[config.mk]
export PLATFORM = sky130hd
export DESIGN_NAME = alu_mdu_flat
export DESIGN_NICKNAME = d
export VERILOG_FILES = /design/src/rtl/alu_pkg.sv /design/src/rtl/alu_mdu_if.sv /design/src/rtl/mdu_iter.sv /design/src/rtl/alu_mdu.sv /design/src/flat_wrapper.sv
export SDC_FILE = /design/constraint.sdc
export NUM_CORES = 2
export LEC_CHECK = 0
export CAP_MARGIN = 20
export CORE_UTILIZATION = 50
export DETAILED_ROUTE_END_ITERATION = 7
export MAX_ROUTING_LAYER = met4
export PLACE_DENSITY_LB_ADDON = 0.08
export SYNTH_ARGS = -nofsm -noshare
export SYNTH_HDL_FRONTEND = slang
export SYNTH_SLANG_ARGS = --single-unit
[constraint.sdc]
create_clock -name clk_i -period 5.8 [get_ports clk_i]
set_input_delay 0.58 -clock clk_i [delete_from_list [all_inputs] [get_ports clk_i]]
set_output_delay 0.58 -clock clk_i [all_outputs]
set_load 0.01 [all_outputs]
[src/rtl/alu_pkg.sv]
// Shared types for the ALU / multiply-divide unit: opcode encoding and the
// control FSM states, plus a helper that classifies iterative opcodes.
package alu_pkg;

  typedef enum logic [3:0] {
    OP_AND   = 4'd0,
    OP_OR    = 4'd1,
    OP_ADD   = 4'd2,
    OP_SLL   = 4'd3,
    OP_ANDN  = 4'd4,
    OP_ORN   = 4'd5,
    OP_SUB   = 4'd6,
    OP_SLT   = 4'd7,
    OP_SRL   = 4'd8,
    OP_SRA   = 4'd9,
    OP_MUL   = 4'd10,
    OP_MULU  = 4'd11,
    OP_DIV   = 4'd12,
    OP_DIVU  = 4'd13,
    OP_NOP14 = 4'd14,
    OP_NOP15 = 4'd15
  } alu_op_e;

  typedef enum logic [1:0] {
    IDLE = 2'd0,
    BUSY = 2'd1,
    DONE = 2'd2
  } mdu_state_e;

  function automatic logic isMduOp(alu_op_e op);
    return (op == OP_MUL) || (op == OP_MULU) || (op == OP_DIV) || (op == OP_DIVU);
  endfunction

endpackage

[src/rtl/alu_mdu_if.sv]
// Request/response bundle of the ALU/MDU: valid/ready request side with
// operands, flush, and a valid/ready result side.
interface alu_mdu_if #(parameter int WIDTH = 32);

  logic             valid_i;
  logic             ready_o;
  logic [3:0]       op_i;
  logic [WIDTH-1:0] a_i;
  logic [WIDTH-1:0] b_i;
  logic             flush_i;
  logic             valid_o;
  logic             ready_i;
  logic [WIDTH-1:0] result_o;
  logic [WIDTH-1:0] hi_o;
  logic             zero_o;

  modport master (
    output valid_i, op_i, a_i, b_i, flush_i, ready_i,
    input  ready_o, valid_o, result_o, hi_o, zero_o
  );

  modport slave (
    input  valid_i, op_i, a_i, b_i, flush_i, ready_i,
    output ready_o, valid_o, result_o, hi_o, zero_o
  );

endinterface

[src/rtl/mdu_iter.sv]
// Iterative shift-add multiplier and restoring divider, one bit per cycle.
// Operands become magnitudes at start; signs are restored on the final step.
module mdu_iter #(parameter int WIDTH = 32) (
  input  logic             clk_i,
  input  logic             rst_i,
  input  logic             start_i,
  input  logic             clear_i,
  input  logic             div_i,
  input  logic             signed_i,
  input  logic [WIDTH-1:0] a_i,
  input  logic [WIDTH-1:0] b_i,
  output logic             done_o,
  output logic [WIDTH-1:0] hi_o,
  output logic [WIDTH-1:0] lo_o
);

  localparam int CW = $clog2(WIDTH) + 1;

  logic [CW-1:0]      r_count;
  logic               r_busy;
  logic               r_div;
  logic               r_negMain;
  logic               r_negRem;
  logic               r_divZero;
  logic [WIDTH-1:0]   r_hi;
  logic [WIDTH-1:0]   r_lo;
  logic [WIDTH-1:0]   r_mag;
  logic [WIDTH-1:0]   r_a;

  logic               w_aNeg;
  logic               w_bNeg;
  logic [WIDTH-1:0]   w_aMag;
  logic [WIDTH-1:0]   w_bMag;
  logic [WIDTH:0]     w_sum;
  logic [WIDTH:0]     w_shift;
  logic               w_ge;
  logic [WIDTH-1:0]   w_diff;
  logic [WIDTH-1:0]   w_nextHi;
  logic [WIDTH-1:0]   w_nextLo;
  logic [2*WIDTH-1:0] w_prod;

  assign w_aNeg = signed_i && a_i[WIDTH-1];
  assign w_bNeg = signed_i && b_i[WIDTH-1];
  assign w_aMag = w_aNeg ? -a_i : a_i;
  assign w_bMag = w_bNeg ? -b_i : b_i;
  assign done_o = r_busy && (r_count == CW'(WIDTH - 1));

  // Partial remainder stays below the divisor, so the low WIDTH bits of the difference suffice.
  always_comb begin
    w_sum   = {1'b0, r_hi} + (r_lo[0] ? {1'b0, r_mag} : '0);
    w_shift = {r_hi, r_lo[WIDTH-1]};
    w_ge    = (w_shift >= {1'b0, r_mag});
    w_diff  = w_shift[WIDTH-1:0] - r_mag;
    if (r_div) begin
      w_nextHi = w_ge ? w_diff : w_shift[WIDTH-1:0];
      w_nextLo = {r_lo[WIDTH-2:0], w_ge};
    end else begin
      w_nextHi = w_sum[WIDTH:1];
      w_nextLo = {w_sum[0], r_lo[WIDTH-1:1]};
    end
  end

  always_comb begin
    w_prod = {w_nextHi, w_nextLo};
    hi_o   = '0;
    lo_o   = '0;
    if (r_div) begin
      hi_o = r_negRem  ? -w_nextHi : w_nextHi;
      lo_o = r_negMain ? -w_nextLo : w_nextLo;
      if (r_divZero) begin
        hi_o = r_a;
        lo_o = '1;
      end
    end else begin
      {hi_o, lo_o} = r_negMain ? -w_prod : w_prod;
    end
  end

  always_ff @(posedge clk_i or posedge rst_i) begin
    if (rst_i) begin
      r_count   <= '0;
      r_busy    <= 1'b0;
      r_div     <= 1'b0;
      r_negMain <= 1'b0;
      r_negRem  <= 1'b0;
      r_divZero <= 1'b0;
      r_hi      <= '0;
      r_lo      <= '0;
      r_mag     <= '0;
      r_a       <= '0;
    end else if (clear_i) begin
      r_busy  <= 1'b0;
      r_count <= '0;
    end else if (start_i) begin
      r_busy    <= 1'b1;
      r_count   <= '0;
      r_div     <= div_i;
      r_negMain <= w_aNeg ^ w_bNeg;
      r_negRem  <= w_aNeg;
      r_divZero <= div_i && (b_i == '0);
      r_a       <= a_i;
      r_hi      <= '0;
      r_lo      <= div_i ? w_aMag : w_bMag;
      r_mag     <= div_i ? w_bMag : w_aMag;
    end else if (r_busy) begin
      r_hi    <= w_nextHi;
      r_lo    <= w_nextLo;
      r_count <= r_count + CW'(1);
      if (done_o) begin
        r_busy  <= 1'b0;
        r_count <= '0;
      end
    end
  end

endmodule

[src/rtl/alu_mdu.sv]
// Handshaked ALU: single-cycle ops are computed here, multiply/divide run in
// mdu_iter; both land in the same registered result held until consumed.
module alu_mdu
  import alu_pkg::*;
#(parameter int WIDTH = 32) (
  input logic      clk_i,
  input logic      rst_i,
  alu_mdu_if.slave bus
);

  localparam int SW = $clog2(WIDTH);

  mdu_state_e       r_state;
  mdu_state_e       w_nextState;
  logic [WIDTH-1:0] r_result;
  logic [WIDTH-1:0] r_hi;
  logic             r_zero;

  alu_op_e          w_op;
  logic             w_accept;
  logic             w_isMdu;
  logic             w_mduDone;
  logic [SW-1:0]    w_shamt;
  logic [WIDTH-1:0] w_aluRes;
  logic [WIDTH-1:0] w_mduHi;
  logic [WIDTH-1:0] w_mduLo;

  assign w_op         = alu_op_e'(bus.op_i);
  assign w_isMdu      = isMduOp(w_op);
  assign w_shamt      = bus.a_i[SW-1:0];
  assign bus.ready_o  = ((r_state == IDLE) || ((r_state == DONE) && bus.ready_i)) && !bus.flush_i;
  assign w_accept     = bus.valid_i && bus.ready_o;
  assign bus.valid_o  = (r_state == DONE);
  assign bus.result_o = r_result;
  assign bus.hi_o     = r_hi;
  assign bus.zero_o   = r_zero;

  always_comb begin
    w_aluRes = '0;
    case (w_op)
      OP_AND:  w_aluRes = bus.a_i & bus.b_i;
      OP_OR:   w_aluRes = bus.a_i | bus.b_i;
      OP_ADD:  w_aluRes = bus.a_i + bus.b_i;
      OP_SLL:  w_aluRes = bus.b_i << w_shamt;
      OP_ANDN: w_aluRes = bus.a_i & ~bus.b_i;
      OP_ORN:  w_aluRes = bus.a_i | ~bus.b_i;
      OP_SUB:  w_aluRes = bus.a_i - bus.b_i;
      OP_SLT:  w_aluRes = {{(WIDTH-1){1'b0}}, ($signed(bus.a_i) < $signed(bus.b_i))};
      OP_SRL:  w_aluRes = bus.b_i >> w_shamt;
      OP_SRA:  w_aluRes = $signed(bus.b_i) >>> w_shamt;
      default: w_aluRes = '0;
    endcase
  end

  // Flush overrides everything; DONE can re-issue directly when the result is consumed.
  always_comb begin
    w_nextState = r_state;
    if (bus.flush_i) begin
      w_nextState = IDLE;
    end else begin
      case (r_state)
        IDLE: if (w_accept) w_nextState = w_isMdu ? BUSY : DONE;
        BUSY: if (w_mduDone) w_nextState = DONE;
        DONE: begin
          if (w_accept)         w_nextState = w_isMdu ? BUSY : DONE;
          else if (bus.ready_i) w_nextState = IDLE;
        end
        default: w_nextState = IDLE;
      endcase
    end
  end

  always_ff @(posedge clk_i or posedge rst_i) begin
    if (rst_i) r_state <= IDLE;
    else       r_state <= w_nextState;
  end

  always_ff @(posedge clk_i or posedge rst_i) begin
    if (rst_i) begin
      r_result <= '0;
      r_hi     <= '0;
      r_zero   <= 1'b1;
    end else if (w_accept && !w_isMdu) begin
      r_result <= w_aluRes;
      r_hi     <= '0;
      r_zero   <= (w_aluRes == '0);
    end else if ((r_state == BUSY) && w_mduDone && !bus.flush_i) begin
      r_result <= w_mduLo;
      r_hi     <= w_mduHi;
      r_zero   <= (w_mduLo == '0);
    end
  end

  mdu_iter #(.WIDTH(WIDTH)) u_mdu (
    .clk_i    (clk_i),
    .rst_i    (rst_i),
    .start_i  (w_accept && w_isMdu),
    .clear_i  (bus.flush_i),
    .div_i    ((w_op == OP_DIV) || (w_op == OP_DIVU)),
    .signed_i ((w_op == OP_MUL) || (w_op == OP_DIV)),
    .a_i      (bus.a_i),
    .b_i      (bus.b_i),
    .done_o   (w_mduDone),
    .hi_o     (w_mduHi),
    .lo_o     (w_mduLo)
  );

endmodule

[src/flat_wrapper.sv]
// flat-port wrapper written by rule: the top's interface ports become plain ports
module alu_mdu_flat import alu_pkg::*;
#(parameter int WIDTH = 32)
  (clk_i, rst_i, bus_valid_i, bus_op_i, bus_a_i, bus_b_i, bus_flush_i, bus_ready_i, bus_ready_o, bus_valid_o, bus_result_o, bus_hi_o, bus_zero_o);
  alu_mdu_if #(.WIDTH(WIDTH)) bus_i ();
  input logic clk_i;
  input logic rst_i;
  input wire logic [$bits(bus_i.valid_i)-1:0] bus_valid_i;
  input wire logic [$bits(bus_i.op_i)-1:0] bus_op_i;
  input wire logic [$bits(bus_i.a_i)-1:0] bus_a_i;
  input wire logic [$bits(bus_i.b_i)-1:0] bus_b_i;
  input wire logic [$bits(bus_i.flush_i)-1:0] bus_flush_i;
  input wire logic [$bits(bus_i.ready_i)-1:0] bus_ready_i;
  output wire logic [$bits(bus_i.ready_o)-1:0] bus_ready_o;
  output wire logic [$bits(bus_i.valid_o)-1:0] bus_valid_o;
  output wire logic [$bits(bus_i.result_o)-1:0] bus_result_o;
  output wire logic [$bits(bus_i.hi_o)-1:0] bus_hi_o;
  output wire logic [$bits(bus_i.zero_o)-1:0] bus_zero_o;
  assign bus_i.valid_i = bus_valid_i;
  assign bus_i.op_i = bus_op_i;
  assign bus_i.a_i = bus_a_i;
  assign bus_i.b_i = bus_b_i;
  assign bus_i.flush_i = bus_flush_i;
  assign bus_i.ready_i = bus_ready_i;
  assign bus_ready_o = bus_i.ready_o;
  assign bus_valid_o = bus_i.valid_o;
  assign bus_result_o = bus_i.result_o;
  assign bus_hi_o = bus_i.hi_o;
  assign bus_zero_o = bus_i.zero_o;
  alu_mdu #(.WIDTH(WIDTH)) u_core (.clk_i(clk_i), .rst_i(rst_i), .bus(bus_i));
endmodule
==> summary.md <==
| Metric | Value |
|---|---|
| Initial DRC Count | 5,046 |
| Core ar. | 53,810 um^2 |
| Net count, final | 3,890 |
| DIE AREA | 55,310 um^2 |
| Worst Hold Class | flip-flop to flip-flop |
| Vias in the first global route | 30,290 |
| DR pass1 iterations | 8 |
| Async S/R FF share, synth | 100.0% |
| Placement-stage cell area | 29,700 um^2 |
| Top-area cell type share of the netlist area | 18.87% |
| Post-synth EDFFs | 0 |
| Setup TNS | 0 ns |
| Worst r2r path cells | 15 |
| Post-Syn Nets | 3,831 |
| Synth Flop Type | dfrtp_1 |
| Power Total | 14.89 mW |
| Total grt overflow | 0 |
| Largest net degree at the start of global routing | 149 |
| Worst VDD drop | 0.3114 mV |
| CP required | 6.23 ns |
| FF+latch count, synth | 206 |
| Gate count after technology mapping | 3,623 |
| Htree depth | 1 |
| PostCTS Resize Cnt | 0 |
| Cell area after synthesis | 27,190 um^2 |
| Pre-CTS setup slack | 0.5453 ns |
| Fill cell count | 4,970 |
| Site Rows | 85 |
| Max stage delay on crit path | 0.82 ns |
| Final setup fails | 0 |
| Detail Route Antenna Nets | 0 |
| P&R area growth vs syn | 12.09% |
| Footprint of the multi-input gates | 20,410 um^2 |
| Synth top cells by count | 484 x nand2_1, 283 x o21ai_0, 279 x nor2_1 |
| Critical path class | flip-flop to flip-flop |
| Horiz. Die Dim | 235.2 um |
| FF+latch area | 5161 um^2 |
| Mean Syn Cell Area | 7.504 um^2 |
| Hold_buf cts | 0 |
| Critical Path Start Type | flip-flop |
| Worst R2R Setup Slack | 0.15 ns |
| Avg WL per Cell | 31.72 um |
| Failing checks | DRC |
| Crit-path cells | buf_4, and2_1, ha_1, a21oi_1, o21ai_0, a21oi_1, o21ai_0, xor2_1, nand2_1, nand3_1, or4b_1, or3_1, o31ai_1, xnor2_1, o221ai_1 |
| Crit. End Element | flip-flop |
| Largest area contributor in the netlist | dfrtp_1 |
| Via density per instance | 7.318 |
| Final critical-path share of the clock period | 97.33% |
| CTS root buf | clkbuf_16 |
| Clk_lat worst skew | 0.57 ns |
| Max Slew Vio Count | 0 |
| Hold Path Origin | u_core.u_mdu.r_a[25] |
| Worst hold path cell count | 2 |
| Finished Cell Area | 30,470 um^2 |
| Max frequency | 177.1 MHz |
| CP max-delay cell | or4b_1 |
| Clock transition at path regs | 0.07 ns |
| Worst Skew | 0.03779 ns |
| WL final | 139,500 um |
| Reg-to-Reg End | u_core.bus.hi_o[25] |
| CTS tree | yes |
| Layout cell share with drive strength beyond 1 | 10.52% |
| Clk sinks | 206 |
| Switching share of power | 56.43% |
| CP arrival | 6.07 ns |
| Gp weighted congestion | 1.107 |
| Placed Instances | 4,350 |
| DRC | 8 |
| RSZ-0062 raised after global routing | no |
| Final hold viol count | 0 |
| Clock power frac | 10.0% |
| Slew HR | 16.67% |
| Hold slack | 0.4836 ns |
| Vias post-DR | 32,180 |
| Die height | 235.2 um |
| Static leakage | 12.37 nW |
| Sequential element share of the synthesized area | 18.97% |
| Hold Path End | u_core.u_mdu.r_a[25] |
| Detailed Place HPWL | 106,000 um |
| Port Buffers | 139 |
| Initial core utilization | 50.52% |
| Post-synthesis cell type count | 110 |
| First-pass GRT wire length | 202,400 um |
| Power Density | 488.5 nW/um^2 |
| Count leader, synth | nand2_1 |
| Inserted Clock Buffers | 22 |
| Switching Power | 8.401 mW |
| Fin util | 56.63% |
| Max Fanout on Critical Path | 17 |
| Io pins | 140 |
| Sequential share of power | 16.1% |
| Worst-margin pin slew | 1.244 ns |
| Gate power share | 73.9% |
| Worst setup margin | 0.1547 ns |
| Status | finished, violations left |
| Total GRT Usage | 50.41% |
| Cell Count, Final, Fillers Out | 4,397 |
| R2R Path Start | u_core.u_mdu.r_lo[0] |
| Shortest period the worst path allows | 5.645 ns |
| Pint | 6.487 mW |
| Clk buf depth | 3 |
| Post-CTS setup buffer count | 0 |
| Yosys warns | 0 |
| Largest cells by area after synthesis | dfrtp_1 19%, nand2_1 6.7%, ha_1 6.0% |
| Max Cap Viol | 0 |
| Antenna violations before repair | 3 |
critical path, delay by kind of cell (launching register included):
| family | cells | cell delay, ns |
|---|---|---|
| compound gates | 6 | 2.06 |
| simple gates | 5 | 2.00 |
| xor+xnor | 2 | 0.46 |
| fa+ha+maj | 1 | 0.41 |
| flops | 1 | 0.39 |
| buf+inv | 1 | 0.20 |
metal layers:
layer / part of all wire, % / wire length, um / GRT usage (%)
met2: 43 / 60230 / 74.37
met3: 11 / 15950 / 13.27
met5: 0 / 0 / -
met1: 35 / 48400 / 56.58
met4: 11 / 14890 / 43.88
flip-flops by register name, summed over array words and instances (netlist names):
signal	count
u_core.u_mdu.r_negRem	1
u_core.u_mdu.r_lo	32
u_core.u_mdu.r_count	6
u_core.bus.hi_o	32
u_core.u_mdu.r_a	32
u_core.bus.result_o	32
u_core.u_mdu.r_hi	32
u_core.u_mdu.r_divZero	1
u_core.u_mdu.r_div	1
u_core.u_mdu.r_mag	32
u_core.u_mdu.r_busy	1
u_core.u_mdu.r_negMain	1
u_core.r_state	2
u_core.bus.zero_o	1
worst max-delay path by stage:
stage                               startpoint             endpoint  depth (start not counted)
after floorplan           u_core.u_mdu.r_hi[5]  u_core.bus.hi_o[24]                         23
after global placement              bus_b_i[1]    u_core.bus.zero_o                         17
after detailed placement  u_core.u_mdu.r_lo[0]  u_core.bus.hi_o[25]                         15
after CTS                 u_core.u_mdu.r_lo[0]  u_core.bus.hi_o[25]                         15
after global routing      u_core.u_mdu.r_lo[0]  u_core.bus.hi_o[25]                         15
final                     u_core.u_mdu.r_lo[0]  u_core.bus.hi_o[25]                         15
power by group through the flow:
stage          logic [mW]  clock network, mW  registers [mW]
2_1_floorplan        6.79                  0            2.19
3_3_place_gp         10.2                  0            2.34
3_5_place_dp         10.4                  0            2.37
4_1_cts              10.4               1.49            2.35
5_1_grt              11.5               1.54            2.42
6_report             11.0               1.49            2.39
kinds of logic after synthesis:
family                     after synthesis  synth area share, %
DFF                                    206                18.97
adders and majority gates              165                7.428
muxes                                  177                9.748
AOI/OAI and AO/OA                     1173                28.76
and+or+nand+nor                       1251                21.57
buffers and inverters                  423                6.186
xor gates and xnor gates               228                7.345
cells in the final DEF (no fill, tap or decap), types with 83 or more instances in the layout:
| cell type | count |
|---|---|
| a21oi_1 | 252 |
| mux2i_1 | 89 |
| xor2_1 | 99 |
| inv_1 | 132 |
| dfrtp_1 | 203 |
| clkdlybuf4s50_1 | 132 |
| nor2_1 | 275 |
| ha_1 | 131 |
| o21ai_0 | 283 |
| nor3_1 | 83 |
| buf_4 | 179 |
| nand2_1 | 483 |
| xnor2_1 | 129 |
final cells by class:
class / count / area share (%)
diodes: 3 / 0.02464
clock buffers: 29 / 1.991
clock inverters: 11 / 0.3901
inverters: 137 / 1.700
multi-input cells: 2994 / 66.98
flip-flops and latches: 206 / 16.94
well taps: 696 / 2.858
repair buffers: 321 / 9.123
Note: power is estimated with default switching activity, not from simulation.
